<file path="src/rtl/magnetron_power_controller.sv">
// rtl/magnetron_power_controller.sv - duty-cycled magnetron controller with cook timer and pause
// Optional soft-start lockout on every COOK entry: define MAGNETRON_SOFTSTART_EN.
module magnetron_power_controller #(
  parameter int LEVELS           = 10,
  parameter int LVL_W            = 4,
  parameter int SLOT_CYCLES      = 4,
  parameter int TIME_W           = 12,
  parameter int SOFTSTART_CYCLES = 8
) (
  input  logic              clk,
  input  logic              rst,
  input  logic              startn,
  input  logic              stopn,
  input  logic              clearn,
  input  logic              door_closed,
  input  logic              tick,
  input  logic [TIME_W-1:0] time_in,
  input  logic [LVL_W-1:0]  power_in,
  output logic              mag_on,
  output logic              cooking,
  output logic              paused,
  output logic              done,
  output logic [TIME_W-1:0] time_left
);

  localparam int W    = LEVELS * SLOT_CYCLES;
  localparam int PH_W = $clog2(W + 1);
  localparam logic [PH_W-1:0]   PH_LAST  = PH_W'(W - 1);
  localparam logic [PH_W-1:0]   SLOT_P   = PH_W'(SLOT_CYCLES);
  localparam logic [LVL_W-1:0]  LVL_MAX  = LVL_W'(LEVELS);
  localparam logic [TIME_W-1:0] TIME_ONE = TIME_W'(1);

  if ((1 << LVL_W) <= LEVELS) begin : g_lvl_w_check
    $error("LVL_W too narrow for LEVELS");
  end
  if (SOFTSTART_CYCLES < 1) begin : g_softstart_check
    $error("SOFTSTART_CYCLES must be at least 1");
  end

  typedef enum logic [1:0] {
    S_IDLE   = 2'd0,
    S_COOK   = 2'd1,
    S_PAUSED = 2'd2,
    S_DONE   = 2'd3
  } state_t;

  state_t            state, state_nxt;
  logic              startn_q, stopn_q;
  logic              start_evt, stop_evt, load_ok, load, enter_cook;
  logic [LVL_W-1:0]  power_lat, power_nxt;
  logic [PH_W-1:0]   phase, phase_nxt, thr;
  logic [TIME_W-1:0] time_nxt;
  logic              mag_q, mag_nxt;
  logic              lockout, soft_done_nxt;

  assign start_evt = startn_q & ~startn;
  assign stop_evt  = stopn_q & ~stopn;
  assign load_ok   = door_closed && (time_in != '0) && (power_in != '0);

  always_ff @(posedge clk or posedge rst) begin
    if (rst) begin
      state     <= S_IDLE;
      time_left <= '0;
      power_lat <= '0;
      phase     <= '0;
      mag_q     <= 1'b0;
      startn_q  <= 1'b1;
      stopn_q   <= 1'b1;
    end else begin
      state     <= state_nxt;
      time_left <= time_nxt;
      power_lat <= power_nxt;
      phase     <= phase_nxt;
      mag_q     <= mag_nxt;
      startn_q  <= startn;
      stopn_q   <= stopn;
    end
  end

  // Priority: clear > stop > door open > tick > start.
  always_comb begin
    state_nxt  = state;
    time_nxt   = time_left;
    power_nxt  = power_lat;
    enter_cook = 1'b0;
    load       = 1'b0;
    if (!clearn) begin
      state_nxt = S_IDLE;
      time_nxt  = '0;
    end else begin
      case (state)
        S_IDLE: begin
          load = !stop_evt && start_evt && load_ok;
        end
        S_COOK: begin
          if (stop_evt || !door_closed) begin
            state_nxt = S_PAUSED;
          end else if (tick) begin
            if (time_left > TIME_ONE) begin
              time_nxt = time_left - TIME_ONE;
            end else begin
              time_nxt  = '0;
              state_nxt = S_DONE;
            end
          end
        end
        S_PAUSED: begin
          if (stop_evt) begin
            state_nxt = S_IDLE;
            time_nxt  = '0;
          end else if (start_evt && door_closed) begin
            state_nxt  = S_COOK;
            enter_cook = 1'b1;
          end
        end
        S_DONE: begin
          if (stop_evt || !door_closed) begin
            state_nxt = S_IDLE;
            time_nxt  = '0;
          end else begin
            load = start_evt && load_ok;
          end
        end
        default: state_nxt = S_IDLE;
      endcase
      if (load) begin
        state_nxt  = S_COOK;
        enter_cook = 1'b1;
        time_nxt   = time_in;
        power_nxt  = (power_in > LVL_MAX) ? LVL_MAX : power_in;
      end
    end
  end

`ifdef MAGNETRON_SOFTSTART_EN
  localparam int SS_W = $clog2(SOFTSTART_CYCLES + 1);
  logic [SS_W-1:0] soft, soft_nxt;

  assign lockout = (soft != '0);

  always_ff @(posedge clk or posedge rst) begin
    if (rst) begin
      soft <= '0;
    end else begin
      soft <= soft_nxt;
    end
  end

  always_comb begin
    soft_nxt = '0;
    if (state_nxt == S_COOK) begin
      if (enter_cook) begin
        soft_nxt = SS_W'(SOFTSTART_CYCLES);
      end else if (lockout) begin
        soft_nxt = soft - 1'b1;
      end
    end
  end

  assign soft_done_nxt = (soft_nxt == '0);
`else
  assign lockout       = 1'b0;
  assign soft_done_nxt = 1'b1;
`endif

  // mag_q is computed from next-cycle phase so it is a clean register aligned with phase.
  assign phase_nxt = (state_nxt != S_COOK || enter_cook || lockout) ? '0 :
                     (phase == PH_LAST) ? '0 : phase + 1'b1;
  assign thr       = PH_W'(power_nxt) * SLOT_P;
  assign mag_nxt   = (state_nxt == S_COOK) && soft_done_nxt && (phase_nxt < thr);

  assign cooking = (state == S_COOK);
  assign paused  = (state == S_PAUSED);
  assign done    = (state == S_DONE);
  assign mag_on  = mag_q & door_closed & cooking;

endmodule
</file>
<file path="config.mk">
export PLATFORM = sky130hd
export DESIGN_NAME = magnetron_power_controller
export DESIGN_NICKNAME = d
export VERILOG_FILES = /design/src/rtl/magnetron_power_controller.sv
export SDC_FILE = /design/constraint.sdc
export NUM_CORES = 1
export LEC_CHECK = 0
export CAP_MARGIN = 20
export CORE_ASPECT_RATIO = 0.8
export CORE_MARGIN = 3
export CORE_UTILIZATION = 52
export CTS_BUF_LIST = sky130_fd_sc_hd__clkbuf_4 sky130_fd_sc_hd__clkbuf_8
export DETAILED_ROUTE_END_ITERATION = 7
export GPL_TIMING_DRIVEN = 1
export HOLD_SLACK_MARGIN = 0.1
export PLACE_DENSITY = 0.86
export SLEW_MARGIN = 25
export SYNTH_ARGS = -nofsm -noshare
export SYNTH_HDL_FRONTEND = slang
export SYNTH_SLANG_ARGS = --single-unit
</file>
<file path="constraint.sdc">
create_clock -name clk -period 3.9 [get_ports clk]
set_input_delay 0.585 -clock clk [delete_from_list [all_inputs] [get_ports clk]]
set_output_delay 0.585 -clock clk [all_outputs]
set_load 0.02 [all_outputs]
</file>
==> run_results.csv, run 1 <==
group,metric,value,unit
timing,slew_headroom,54.1,%
clocking,cts_hold_buf,0,
detailed_routing,drtIter0Drc,109,
clocking,cts_resized,0,
global_routing,grt_max_degree,28,
layout,multi_input_area,0.00103,sq mm
worst_setup_path,r2r_start,"state[0]$_DFF_PP0_",
layout,ff_latch_area,678,sq um
hold_path,holdCritPathClass,"reg -> reg",
worst_setup_path,cp.required,4.09,ns
layout,layout-drive-gt1-share,6.17,%
worst_setup_path,reg2reg_to,"mag_q$_DFF_PP0_",
floorplan,rows,18,
worst_setup_path,slowest_delay,0.62,ns
detailed_routing,wl_per_cell,15.0,um
power_and_ir_drop,p_sw,0.261,mW
timing,slew_viol_final,0,
worst_setup_path,cp-end-kind,"register",
logic_synthesis,avgSynthCellArea,8.81,sq um
power_and_ir_drop,p_clk_share,22.0,%
timing,holdWs,0.473,ns
power_and_ir_drop,leakagePower,0.997,nW
logic_synthesis,synth_ff_type,"dfrtp_1",
layout,fillCellCount,263,
power_and_ir_drop,sw_frac_of_total,34.6,%
layout,n_antenna_cell,0,
clocking,ctsRootBufferMaster,"clkbuf_8",
logic_synthesis,yosysSeqAreaShare,37.5,%
global_routing,grtUsageTotal,20.5,%
clocking,post_cts_buffers,0,
logic_synthesis,synth_nets,240,
power_and_ir_drop,seqPwrFrac,42.3,%
run_status,status,"complete, no violations",
timing,fmax,291,MHz
logic_synthesis,yosys_warnings,0,
clocking,htree_levels,1,
logic_synthesis,synth_edf_count,0,
worst_setup_path,critPathTopFamily,"compound AO/OA/AOI/OAI gates",
power_and_ir_drop,intPower,0.494,mW
detailed_routing,drt_drc_violations_left,0,
worst_setup_path,ff2ff_path_depth,13,
worst_setup_path,crit_chain,"clkdlybuf4s50_1 -> nand3b_1 -> or4_1 -> o221ai_1 -> o21ai_1 -> a31o_1 -> a211o_1 -> nor2_1 -> ha_1 -> o21ai_0 -> a31oi_1 -> o32ai_1",
layout,stdcell_count,283,
logic_synthesis,synth_cell_types,46,
worst_setup_path,critPathLaunchType,"primary input",
timing,layout_setup_ws,0.459,ns
floorplan,start_util,56.5,%
detailed_routing,via_count,1669,
floorplan,fp.coreArea,0.00320,sq mm
global_routing,grt_overflow,0,
clocking,clockBufferDepth,2,
timing,fin_crit_sh,88.2,%
placed_design,place.gp.congestion,0.916,
logic_synthesis,postSynthCellCount,205,
hold_path,hold_start,"phase[0]$_DFF_PP0_",
global_routing,grt_pass1_vias,1550,
worst_setup_path,reg2reg_slack,0.64,ns
placed_design,dp_hpwl,3280,um
timing,finalClockSkew,0.00365,ns
worst_setup_path,cp.arrival,3.63,ns
power_and_ir_drop,power_frac_comb,35.7,%
placed_design,numPlacedInstances,279,
global_routing,antenna_found_initial,0,
power_and_ir_drop,vdd_ir_drop_max,299,uV
clocking,clk_latency,0.28,ns
logic_synthesis,synthesis.area,0.00181,sq mm
timing,fin_crit,3.44,ns
timing,final-setup-viol-count,0,
detailed_routing,antenna_left,0,
detailed_routing,first_pass_iters,4,
clocking,path_clk_slew,0.10,ns
layout,syn2layout_area_growth,26.0,%
timing,worstMarginPinSlew,0.687,ns
floorplan,die_w,71.9,um
detailed_routing,drt_wl_total,4260,um
global_routing,grt_pass1_wl,6870,um
clocking,clkSinkCount,27,
hold_path,holdPathEnd,"phase[0]$_DFF_PP0_",
timing,rsz0062_at_grt,"false",
worst_setup_path,path_max_fanout,7,
clocking,numCtsBuffers,3,
floorplan,die_h,58.7,um
worst_setup_path,crit_path_top_delay_cell,"or4_1",
layout,final_nets,279,
placed_design,port_buffers,38,
hold_path,min_path_cells,1,
logic_synthesis,synth.ff_latch_count,27,
floorplan,io-pin-count,39,
timing,fin_setup_tns,0,ns
flow_run,drv_cap,0,
worst_setup_path,crit_buf_inv,1,
clocking,cts_tree,"yes",
placed_design,pre_cts_ws,0.190,ns
detailed_routing,viasPerCell,5.90,
worst_setup_path,critical_path_class,"in -> reg",
floorplan,die-area,0.00422,sq mm
timing,hold_viol_final,0,
power_and_ir_drop,cellPowerDensity,331,mW/mm^2
logic_synthesis,async_flop_share,100,%
-- cells in the final DEF, fill, tap and decap left out, types with 3 or more instances in the layout --
master,instances
ha_1,12
a22oi_1,8
nor2b_1,10
nand2_1,18
clkdlybuf4s50_1,38
and3_1,4
a31oi_1,3
xnor2_1,4
nor3_1,9
a21oi_1,4
o21ai_0,15
nand2b_1,3
nand3_1,3
buf_4,4
nor2_1,13
dfrtp_1,25
nand3b_1,3
o211ai_1,5
clkbuf_8,3
nor4_1,6
o211a_1,3
inv_1,14
o31ai_1,3
-- power by group through the flow --
| stage | clock (mW) | combinational, mW | sequential [mW] |
|---|---|---|---|
| global placement | 0 | 0.261 | 0.322 |
| finish | 0.166 | 0.270 | 0.319 |
| floorplan | 0 | 0.179 | 0.329 |
| global route | 0.177 | 0.302 | 0.321 |
| CTS | 0.168 | 0.267 | 0.319 |
| detailed placement | 0 | 0.266 | 0.324 |
-- stage by stage --
stage | total power [mW] | area (sq um) | utilization (%)
2_1_floorplan | 0.508 | 1810 | -
3_3_place_gp | 0.584 | 2230 | 69.7
3_5_place_dp | 0.590 | 2230 | 69.7
4_1_cts | 0.754 | 2280 | 71.2
5_1_grt | 0.800 | 2280 | 71.2
6_report | 0.754 | 2280 | 71.2
-- registers in the layout, indices dropped and copies added (netlist names) --
name,flops
time_left,12
mag_q,1
startn_q,1
power_lat,4
phase,6
stopn_q,1
state,2
-- cell usage after synthesis, types with 2 or more instances --
master | n | area [sq um]
inv_1 | 15 | 56.3
o211a_1 | 3 | 30.0
xor2_1 | 2 | 17.5
xnor2_1 | 4 | 35.0
and3_1 | 4 | 25.0
a22oi_1 | 8 | 60.1
a211o_1 | 2 | 17.5
nand2_1 | 18 | 67.6
nor2_1 | 13 | 48.8
nand2b_1 | 3 | 18.8
or4_4 | 2 | 22.5
dfrtp_1 | 25 | 626
o211ai_1 | 5 | 37.5
or3_1 | 2 | 12.5
dfstp_2 | 2 | 52.6
a31oi_1 | 3 | 18.8
clkbuf_1 | 6 | 22.5
o21ai_0 | 15 | 75.1
nor3_1 | 9 | 45.0
o21ai_1 | 2 | 10.0
nand3_1 | 3 | 15.0
o31ai_1 | 3 | 22.5
mux2i_1 | 2 | 20.0
nand3b_1 | 3 | 22.5
ha_1 | 12 | 150
nor2b_1 | 10 | 62.6
o221ai_1 | 2 | 17.5
nor4_1 | 6 | 37.5
a21oi_1 | 4 | 20.0
-- worst max path at each step --
stage | start | to | slack [ns] | cells after the start
2_1_floorplan | time_left[5]$_DFFE_PP0P_ | mag_q$_DFF_PP0_ | 0.87 | 12
3_3_place_gp | door_closed | mag_q$_DFF_PP0_ | 0.29 | 12
3_5_place_dp | door_closed | mag_q$_DFF_PP0_ | 0.19 | 12
4_1_cts | door_closed | mag_q$_DFF_PP0_ | 0.48 | 12
5_1_grt | door_closed | mag_q$_DFF_PP0_ | 0.23 | 12
6_report | door_closed | mag_q$_DFF_PP0_ | 0.46 | 12
-- cells by family (layout without fill, tap and decap cells) --
| family | Yosys count | count (layout) | share of synthesized area, % |
|---|---|---|---|
| fa+ha+maj | 12 | 12 | 8.31 |
| mux | 2 | 2 | 1.11 |
| simple gates | 80 | 80 | 24.1 |
| compound gates | 55 | 55 | 20.8 |
| buf+inv | 23 | 61 | 5.26 |
| flops | 27 | 27 | 37.5 |
| xor+xnor | 6 | 6 | 2.91 |
-- routing by layer --
metal	wire, um	vias up	global-route usage (%)
li1	-	822	-
met1	2150	795	28.7
met2	1850	47	32.6
met3	226	5	4.27
met4	35	0	5.09
met5	0	-	0
-- final cells by class --
class | instances | share of cell area [%]
inverter | 15 | 2.47
sequential | 27 | 29.8
clock buffer | 3 | 1.81
multi-input combinational | 155 | 45.4
tap | 40 | 2.20
timing repair buffer | 42 | 18.0
clock inverter | 1 | 0.330
Note: power is estimated with default switching activity, not from simulation.
==> inputs of run 2 (changes only) <==
Settings changed: CTS_CLUSTER_DIAMETER set to 60, CTS_CLUSTER_SIZE set to 30.
==> results of run 2 <==
Final layout, timing and power as in run 1 (identical DEF).
==> inputs of run 3 (changes only) <==
Settings changed: MAX_ROUTING_LAYER set to met4, SLEW_MARGIN 25 to unset.
==> run 3 against run 2 <==
  * Worst setup slack worse by 0.0017 ns
  * Sequential cell count stayed put
  * Via count shrank 0.30%
  * Combinational power grew 1%
  * Die area unchanged
  * Critical path depth stayed put
  * Non-clock buffer count is 1 higher
  * First-iteration DRC count grew 6.4%
  * Cell area rose by 1.2%
  * Core utilization increased by 0.86 points
  * Count of clock-buffer cells in the layout did not move
  * Critical path type unchanged
  * Critical endpoint unchanged
==> run_results.csv, run 3 (synthesis results as in run 1) <==
group,metric,value,unit
timing,hold_viol_final,0,
clocking,ctsRootBufferMaster,"clkbuf_8",
timing,slew_viol_final,0,
timing,worstMarginPinSlew,0.684,ns
placed_design,place.gp.congestion,0.932,
detailed_routing,viasPerCell,5.86,
clocking,cts_tree,"yes",
detailed_routing,first_pass_iters,4,
floorplan,die_h,58.7,um
clocking,numCtsBuffers,3,
layout,fillCellCount,259,
layout,final_nets,280,
clocking,clk_latency,0.28,ns
clocking,cts_resized,0,
timing,slew_headroom,54.3,%
worst_setup_path,cp-end-kind,"register",
clocking,clkSinkCount,27,
worst_setup_path,crit_chain,"clkdlybuf4s50_1 -> nand3b_1 -> or4_1 -> o221ai_1 -> o21ai_1 -> a31o_1 -> a211o_1 -> nor2_1 -> ha_1 -> o21ai_0 -> a31oi_1 -> o32ai_1",
run_status,status,"complete, no violations",
power_and_ir_drop,cellPowerDensity,329,mW/mm^2
floorplan,start_util,56.5,%
layout,reg_top3,"time_left x12, phase x6, power_lat x4",
flow_run,drv_cap,0,
worst_setup_path,critical_path_class,"in -> reg",
detailed_routing,antenna_left,0,
floorplan,rows,18,
power_and_ir_drop,vdd_ir_drop_max,299,uV
global_routing,grt_overflow,0,
layout,n_antenna_cell,0,
floorplan,die-area,0.00422,sq mm
global_routing,antenna_found_initial,0,
floorplan,io-pin-count,39,
timing,finalClockSkew,0.00148,ns
clocking,cts_hold_buf,0,
timing,fin_setup_tns,0,ns
layout,final_cell_mix,"clkdlybuf4s50_1 (38), dfrtp_1 (25), nand2_1 (18)",
detailed_routing,drt_wl_total,4300,um
worst_setup_path,cp.required,4.09,ns
floorplan,die_w,71.9,um
timing,final-setup-viol-count,0,
power_and_ir_drop,leakagePower,1.01,nW
global_routing,grt_pass1_wl,6830,um
worst_setup_path,critPathLaunchType,"primary input",
clocking,htree_levels,1,
timing,rsz0062_at_grt,"false",
global_routing,grt_max_degree,28,
hold_path,holdCritPathClass,"reg -> reg",
detailed_routing,drt_drc_violations_left,0,
detailed_routing,via_count,1664,
clocking,clockBufferDepth,2,
layout,syn2layout_area_growth,27.6,%
layout,ff_latch_area,678,sq um
worst_setup_path,slowest_delay,0.62,ns
placed_design,dp_hpwl,3280,um
global_routing,grt_pass1_vias,1551,
layout,layout-drive-gt1-share,6.15,%
worst_setup_path,crit_path_top_delay_cell,"or4_1",
worst_setup_path,path_max_fanout,7,
floorplan,fp.coreArea,0.00320,sq mm
clocking,path_clk_slew,0.10,ns
worst_setup_path,cp.arrival,3.63,ns
timing,fmax,290,MHz
timing,fin_crit_sh,88.3,%
global_routing,grtUsageTotal,21.0,%
clocking,post_cts_buffers,0,
power_and_ir_drop,total_power,0.758,mW
timing,fin_crit,3.44,ns
layout,largest_reg_flops,12,
layout,multi_input_area,0.00103,sq mm
worst_setup_path,critPathTopFamily,"compound AO/OA/AOI/OAI gates",
layout,final_common_cell,"clkdlybuf4s50_1",
worst_setup_path,crit_buf_inv,1,
layout,top_register,"time_left",
placed_design,port_buffers,38,
detailed_routing,drtIter0Drc,116,
detailed_routing,wl_per_cell,15.1,um
-- run 3: cell types whose count changed in the layout (fill, tap and decap cells not counted), sizes merged --
cell	delta
buf	+1
-- run 3: path summary, 6_finish.rpt --
| path | start | to | depth (start not counted) | slack (ns) |
|---|---|---|---|---|
| setup / recovery | door_closed | mag_q$_DFF_PP0_ | 12 | 0.46 |
| hold / removal | phase[0]$_DFF_PP0_ | phase[0]$_DFF_PP0_ | 1 | 0.47 |
| setup reg to reg | state[0]$_DFF_PP0_ | mag_q$_DFF_PP0_ | 13 | 0.64 |
| hold reg to reg | phase[0]$_DFF_PP0_ | phase[0]$_DFF_PP0_ | 1 | 0.47 |
| max in group asynchronous | rst | startn_q$_DFF_PP1_ | 3 | 2.89 |
| min in group asynchronous | rst | power_lat[3]$_DFF_PP0_ | 2 | 0.53 |
-- run 3: area by class of cell --
cell class	count	share of cell area, %
sequential	27	29.4
clock buffer	3	1.79
clock inverter	1	0.326
multi-input combinational	155	44.8
inverter	15	2.44
timing repair buffer	43	19.0
tap	40	2.17
-- run 3: stage by stage --
stage | utilization, % | std cells | area (sq um) | hold WS, ns | worst slack [ns]
final | 72.1 | 284 | 2300 | 0.473 | 0.457
after floorplan | - | 205 | 1810 | 0.431 | 0.870
after detailed placement | 69.7 | 279 | 2230 | 0.467 | 0.190
after global placement | 69.7 | 279 | 2230 | 0.468 | 0.292
after CTS | 71.2 | 283 | 2280 | 0.480 | 0.479
after global routing | 72.1 | 284 | 2300 | 0.498 | 0.235
-- run 3: worst reg2reg max path, cell delays in order, from the launching register on --
cell and delay, ns:
dfrtp_1 0.44, inv_1 0.13, ha_1 0.30, o21bai_1 0.16, or4_1 0.47, o221ai_1 0.22, o21ai_1 0.12, a31o_1 0.28
a211o_1 0.31, nor2_1 0.17, ha_1 0.25, o21ai_0 0.15, a31oi_1 0.06, o32ai_1 0.12
-- run 3: per-layer routing --
layer  track usage, %  wire length [um]  up-vias
met5                -                 0        -
met4             5.09                40        0
met3             3.92               212        5
met2             32.7              1890       53
met1             28.5              2160      782
li1                 -                 -      824
-- run 3: where the power goes --
part           internal (mW)  switching [mW]
Clock                 0.0727          0.0927
Combinational          0.122           0.152
Sequential             0.302          0.0172
Total                  0.496           0.262
